$ cat src/rtl/instr_prefetch_queue.sv
// Instruction prefetch queue: sequential imem fetch, DEPTH-entry {pc, instr} FIFO, redirect flush.
// Optional macro PREFETCH_BYPASS_EN forwards a response straight to decode when the queue is empty.
module instr_prefetch_queue #(
    parameter int unsigned DEPTH    = 4,
    parameter logic [31:0] RESET_PC = 32'h0000_0000
) (
    input  logic        clock,
    input  logic        reset,
    output logic        imem_req_valid,
    input  logic        imem_req_ready,
    output logic [31:0] imem_req_addr,
    input  logic        imem_rsp_valid,
    input  logic [31:0] imem_rsp_data,
    input  logic        redirect,
    input  logic [31:0] redirect_pc,
    output logic        dec_valid,
    input  logic        dec_ready,
    output logic [31:0] dec_instr,
    output logic [31:0] dec_pc
);
    localparam int unsigned AW = $clog2(DEPTH);
    localparam int unsigned CW = AW + 1;

    typedef logic [AW-1:0] ptr_t;
    typedef logic [CW-1:0] cnt_t;

    localparam cnt_t         DEPTH_C = cnt_t'(DEPTH);
    localparam logic [CW:0]  DEPTH_W = (CW + 1)'(DEPTH);

    logic [31:0] fetch_pc;
    logic [31:0] q_pc    [DEPTH];
    logic [31:0] q_instr [DEPTH];
    ptr_t        rd_ptr, wr_ptr;
    cnt_t        count;
    cnt_t        inflight, drop;
    logic [31:0] pend_pc [DEPTH];
    ptr_t        pend_rd, pend_wr;

    logic        req_fire;
    logic        rsp_push;
    logic        pop;
    logic        head_valid;
    logic [CW:0] occupancy;

    assign head_valid = (count != '0);
    assign occupancy  = {1'b0, count} + {1'b0, inflight} - {1'b0, drop};

    // The inflight bound keeps the request-address FIFO from overflowing across repeated redirects.
    assign imem_req_valid = !reset && !redirect && (occupancy < DEPTH_W) && (inflight < DEPTH_C);
    assign imem_req_addr  = fetch_pc;
    assign req_fire       = imem_req_valid && imem_req_ready;

`ifdef PREFETCH_BYPASS_EN
    logic bypass;
    assign bypass    = !head_valid && (drop == '0) && imem_rsp_valid && !redirect;
    assign dec_valid = (head_valid || bypass) && !redirect;
    assign dec_instr = head_valid ? q_instr[rd_ptr] : (bypass ? imem_rsp_data : '0);
    assign dec_pc    = head_valid ? q_pc[rd_ptr]    : (bypass ? pend_pc[pend_rd] : '0);
    assign rsp_push  = imem_rsp_valid && !redirect && (drop == '0) && !(bypass && dec_ready);
`else
    assign dec_valid = head_valid && !redirect;
    assign dec_instr = head_valid ? q_instr[rd_ptr] : '0;
    assign dec_pc    = head_valid ? q_pc[rd_ptr]    : '0;
    assign rsp_push  = imem_rsp_valid && !redirect && (drop == '0);
`endif

    assign pop = head_valid && dec_valid && dec_ready;

    always_ff @(posedge clock) begin
        if (req_fire) begin
            pend_pc[pend_wr] <= fetch_pc;
        end
        if (rsp_push) begin
            q_pc[wr_ptr]    <= pend_pc[pend_rd];
            q_instr[wr_ptr] <= imem_rsp_data;
        end
    end

    always_ff @(posedge clock or posedge reset) begin
        if (reset) begin
            fetch_pc <= RESET_PC;
            rd_ptr   <= '0;
            wr_ptr   <= '0;
            count    <= '0;
            inflight <= '0;
            drop     <= '0;
            pend_rd  <= '0;
            pend_wr  <= '0;
        end else begin
            // Request addresses are tracked through redirects so every response stays paired.
            if (req_fire) begin
                pend_wr <= pend_wr + 1'b1;
            end
            if (imem_rsp_valid) begin
                pend_rd <= pend_rd + 1'b1;
            end
            inflight <= inflight + cnt_t'(req_fire) - cnt_t'(imem_rsp_valid);

            if (redirect) begin
                fetch_pc <= {redirect_pc[31:2], 2'b00};
                rd_ptr   <= '0;
                wr_ptr   <= '0;
                count    <= '0;
                drop     <= inflight - cnt_t'(imem_rsp_valid);
            end else begin
                if (req_fire) begin
                    fetch_pc <= fetch_pc + 32'd4;
                end
                if (imem_rsp_valid && (drop != '0)) begin
                    drop <= drop - 1'b1;
                end
                if (rsp_push) begin
                    wr_ptr <= wr_ptr + 1'b1;
                end
                if (pop) begin
                    rd_ptr <= rd_ptr + 1'b1;
                end
                count <= count + cnt_t'(rsp_push) - cnt_t'(pop);
            end
        end
    end
endmodule

$ cat config.mk
export PLATFORM = sky130hd
export DESIGN_NAME = instr_prefetch_queue
export DESIGN_NICKNAME = d
export VERILOG_FILES = /design/src/rtl/instr_prefetch_queue.sv
export SDC_FILE = /design/constraint.sdc
export NUM_CORES = 1
export LEC_CHECK = 0
export ABC_AREA = 1
export BUFFER_PORTS_ARGS = -buffer_cell sky130_fd_sc_hd__buf_2
export CORE_MARGIN = 2
export CORE_UTILIZATION = 40
export CTS_CLUSTER_SIZE = 25
export DETAILED_ROUTE_END_ITERATION = 10
export GPL_TIMING_DRIVEN = 0
export SYNTH_ARGS = -nofsm -noshare
export SYNTH_HDL_FRONTEND = slang
export SYNTH_SLANG_ARGS = --single-unit
export TNS_END_PERCENT = 100
$ cat constraint.sdc
create_clock -name clock -period 12.25 [get_ports clock]
set_clock_uncertainty 0.15 [all_clocks]
set_input_delay 0.6125 -clock clock [delete_from_list [all_inputs] [get_ports clock]]
set_output_delay 0.6125 -clock clock [all_outputs]
set_load 0.03 [all_outputs]
==> key figures <==
Power
  • Switching share of power: 0.380
  • Peak supply drop: 0.113 mV
  • Register share of total power: 0.399
  • Power per cell area: roughly 220 nW/um^2
  • Clk pwr share: 0.273
  • Psw: roughly 1800 uW
  • Combinational Power Share: 0.328
  • P_int: approximately 2900 uW
  • LEAKAGE: around 0.0078 uW

Final layout
  • # diodes: 0
  • Final Net Count: approximately 1900
  • Layout cells sized above 1: 0.152
  • Multi-input logic area: ~4700 sq um
  • Fin util: 0.483
  • Fill count: 3932
  • Layout area overhead: 19.4%
  • FF/Latch Area: ~12000 sq um
  • Post-route non-filler standard cell count: approximately 2400
  • Final Instance Area: 20800 sq um

Setup path
  • Crit path top cell by count: inv_1
  • R2R depth: 15
  • R2R Setup Slk: around 8.7 ns
  • Crit path max fanout: 10
  • Critical R2R Capture: inflight[2]
  • CP delay by family, top: adder cells
  • Crit path cell chain: inv_1 -> fa_1 -> inv_1 -> ha_1 -> nand2_1 -> nor2_1 -> o21bai_1 -> nand3_4 -> buf_2 -> ha_1 -> inv_1 -> ha_1 -> inv_1 -> fa_1 -> xnor2_1
  • Critical Path Source Type: flip-flop
  • Worst path slowest cell: fa_1
  • Critical R2R Launch: inflight[1]
  • Peak per-stage delay on the critical path: ~0.51 ns
  • CP bufs+invs: 5
  • CP endpoint kind: flip-flop
  • Arr. time, crit path: 3.83 ns
  • Critical path launch point: inflight[1]
  • Worst EP required: roughly 13 ns
  • Crit path kind: flip-flop to flip-flop

Place
  • HPWL Detailed: about 30000 um
  • Number of cells after detailed placement: 2316
  • DP Area: between 15000 and 20000 sq um
  • Input/output buffers: between 150 and 200
  • GPL Wtd Cong: around 0.83

Die
  • Die Y: ~210 um
  • Initial core utilization: 0.405
  • Core box area: ~43000 sq um
  • Ports: 168
  • Placement Rows: 76
  • Die width: 213 um
  • Die area: 45200 sq um

Timing
  • Pins Over Slew Limit: 0
  • Final setup fails: 0
  • Tmin final: approximately 3.6 ns
  • Hold Slack: between 0.1 and 0.15 ns
  • Slew at the pin closest to its max-slew limit: just under 0.9 ns
  • Fmax: 281 MHz
  • Final hold vios: 0
  • RSZ-0062 raised after global routing: false
  • Setup TNS: 0 ns
  • Final period util: 0.291
  • Rel. slew slack: 0.409

Clock network
  • Clk slew on worst S/H paths: ~0.060 ns
  • Cts repair resizes: 0
  • H-tree depth: 2
  • Clk Latency, worst-skew pair: around 0.55 ns
  • Clock root cell: clkbuf_16
  • Total CTS buffers: between 40 and 50
  • TritonCTS clock tree: yes
  • # hold bufs at CTS: 1
  • Clk sink count: ~420
  • Clock Path Buffers: 3
  • # Post-CTS Setup Buffers: 0

Route
  • Antenna Nets Post-Route: 0
  • Vias/cell: 5.02
  • Total Wirelength: around 45000 um
  • 1st-iter DRT viols: around 1000
  • DR WL/cell: between 15 and 20 um
  • Drt first pass iters: 5
  • Vias: around 12000
  • Post-route DRC violation count: 0

Logic synthesis
  • Post-synth top flop: edfxtp_1
  • Post-synth EDFFs: about 370
  • FFs w/ async S/R, synth: 0.113
  • Seq/Total Area, Yosys: 0.702
  • Synthesis-stage register bit count: just over 400
  • Synth cell types: 30
  • Mean post-synth cell area: approximately 11 sq um
  • Mapped Area: about 17000 sq um
  • Syn Inst Count: about 1600
  • YS warnings: 0

Status
  • Status: finished clean

Min path
  • HP Class: input pin to flip-flop
  • Hold endpoint: q_instr[0][14]
  • Hold path depth: 1
  • HP Start: imem_rsp_data[14]

Global routing
  • Initial antenna violation count: 0
  • GRT overflow: 0
  • Vias in the first global route: 11834
  • Total GRT Usage: 0.196
  • Pin count of the biggest net entering global routing: 30
  • First-pass GRT wire length: between 60000 and 70000 um

Job
  • Maxcap violations: 0
[synthesized netlist by cell type (2+ instances only)]
cell type / number / area (sq um)
nor2_1: 370 / 1390
edfxtp_1: 368 / 11100
o21ai_0: 206 / 1030
nand2_1: 201 / 754
a21oi_1: 64 / 320
inv_1: 62 / 233
nand3_1: 62 / 310
clkbuf_1: 48 / 180
dfrtp_1: 47 / 1180
o22ai_1: 30 / 188
ha_1: 20 / 250
buf_2: 14 / 70.1
buf_1: 12 / 45.0
xnor2_1: 10 / 87.6
xor2_1: 8 / 70.1
buf_4: 6 / 45.0
inv_2: 5 / 18.8
fa_1: 4 / 80.1
nand4_1: 4 / 25.0
buf_6: 2 / 22.5
[stage by stage]
stage	setup slack, ns	total power [uW]
floorplan	7.88	2840
global placement	5.57	3380
detailed placement	8.67	3420
CTS	8.65	4700
global route	8.44	4900
finish	8.69	4660
[power groups by stage]
stage,clock [uW],sequential [uW],combinational (uW)
2_1_floorplan,0,1890,953
3_3_place_gp,0,1890,1490
3_5_place_dp,0,1890,1540
4_1_cts,1290,1860,1550
5_1_grt,1350,1870,1680
6_report,1270,1860,1530
[cell families after synthesis]
kind of cell,Yosys count,share of synthesized area
AND/OR/NAND/NOR,642,0.145
flip-flops,415,0.702
AO/OA/AOI/OAI,303,0.0895
buffers and inverters,150,0.0355
adder cells (fa/ha/maj),24,0.0190
XOR/XNOR,18,0.00905
other,1,0.000215
[cells in the final DEF, fill, tap and decap left out, types with 47 or more instances in the layout]
cell | synthesis | final
clkbuf_1 | 48 | 63
a21oi_1 | 64 | 64
buf_2 | 14 | 174
nor2_1 | 370 | 362
nand2_1 | 201 | 201
inv_1 | 62 | 61
dfrtp_1 | 47 | 47
nand3_1 | 62 | 62
edfxtp_1 | 368 | 368
o21ai_0 | 206 | 206
[routing by layer]
metal	track usage	wire, um	vias to the layer above
li1	-	-	5823
met1	0.259	19100	5798
met2	0.342	22000	361
met3	0.0271	2580	66
met4	0.0475	858	0
met5	0	0	-
[flip-flops by register name, indices dropped and copies added (netlist names)]
register,count
wr_ptr,2
inflight,3
pend_rd,2
q_pc,120
imem_req_addr,30
q_instr,128
drop,3
count,3
pend_pc,120
pend_wr,2
rd_ptr,2
[final cells by class]
class	instances	area share
clock buffers	66	0.0613
repair buffers	176	0.0574
inverters	68	0.0123
plain buffers	82	0.0174
clock inverters	15	0.00523
well taps	585	0.0352
flip-flops and latches	415	0.588
multi-input cells	991	0.224
[worst max-delay path by stage]
stage / cells past startpoint / to / slack [ns]
2_1_floorplan: 4 / q_instr[0][0] / 7.88
3_3_place_gp: 4 / q_instr[2][25] / 5.57
3_5_place_dp: 15 / inflight[2] / 8.67
4_1_cts: 6 / dec_pc[23] / 8.65
5_1_grt: 15 / inflight[2] / 8.44
6_report: 15 / inflight[2] / 8.69
Note: power is estimated with default switching activity, not from simulation.
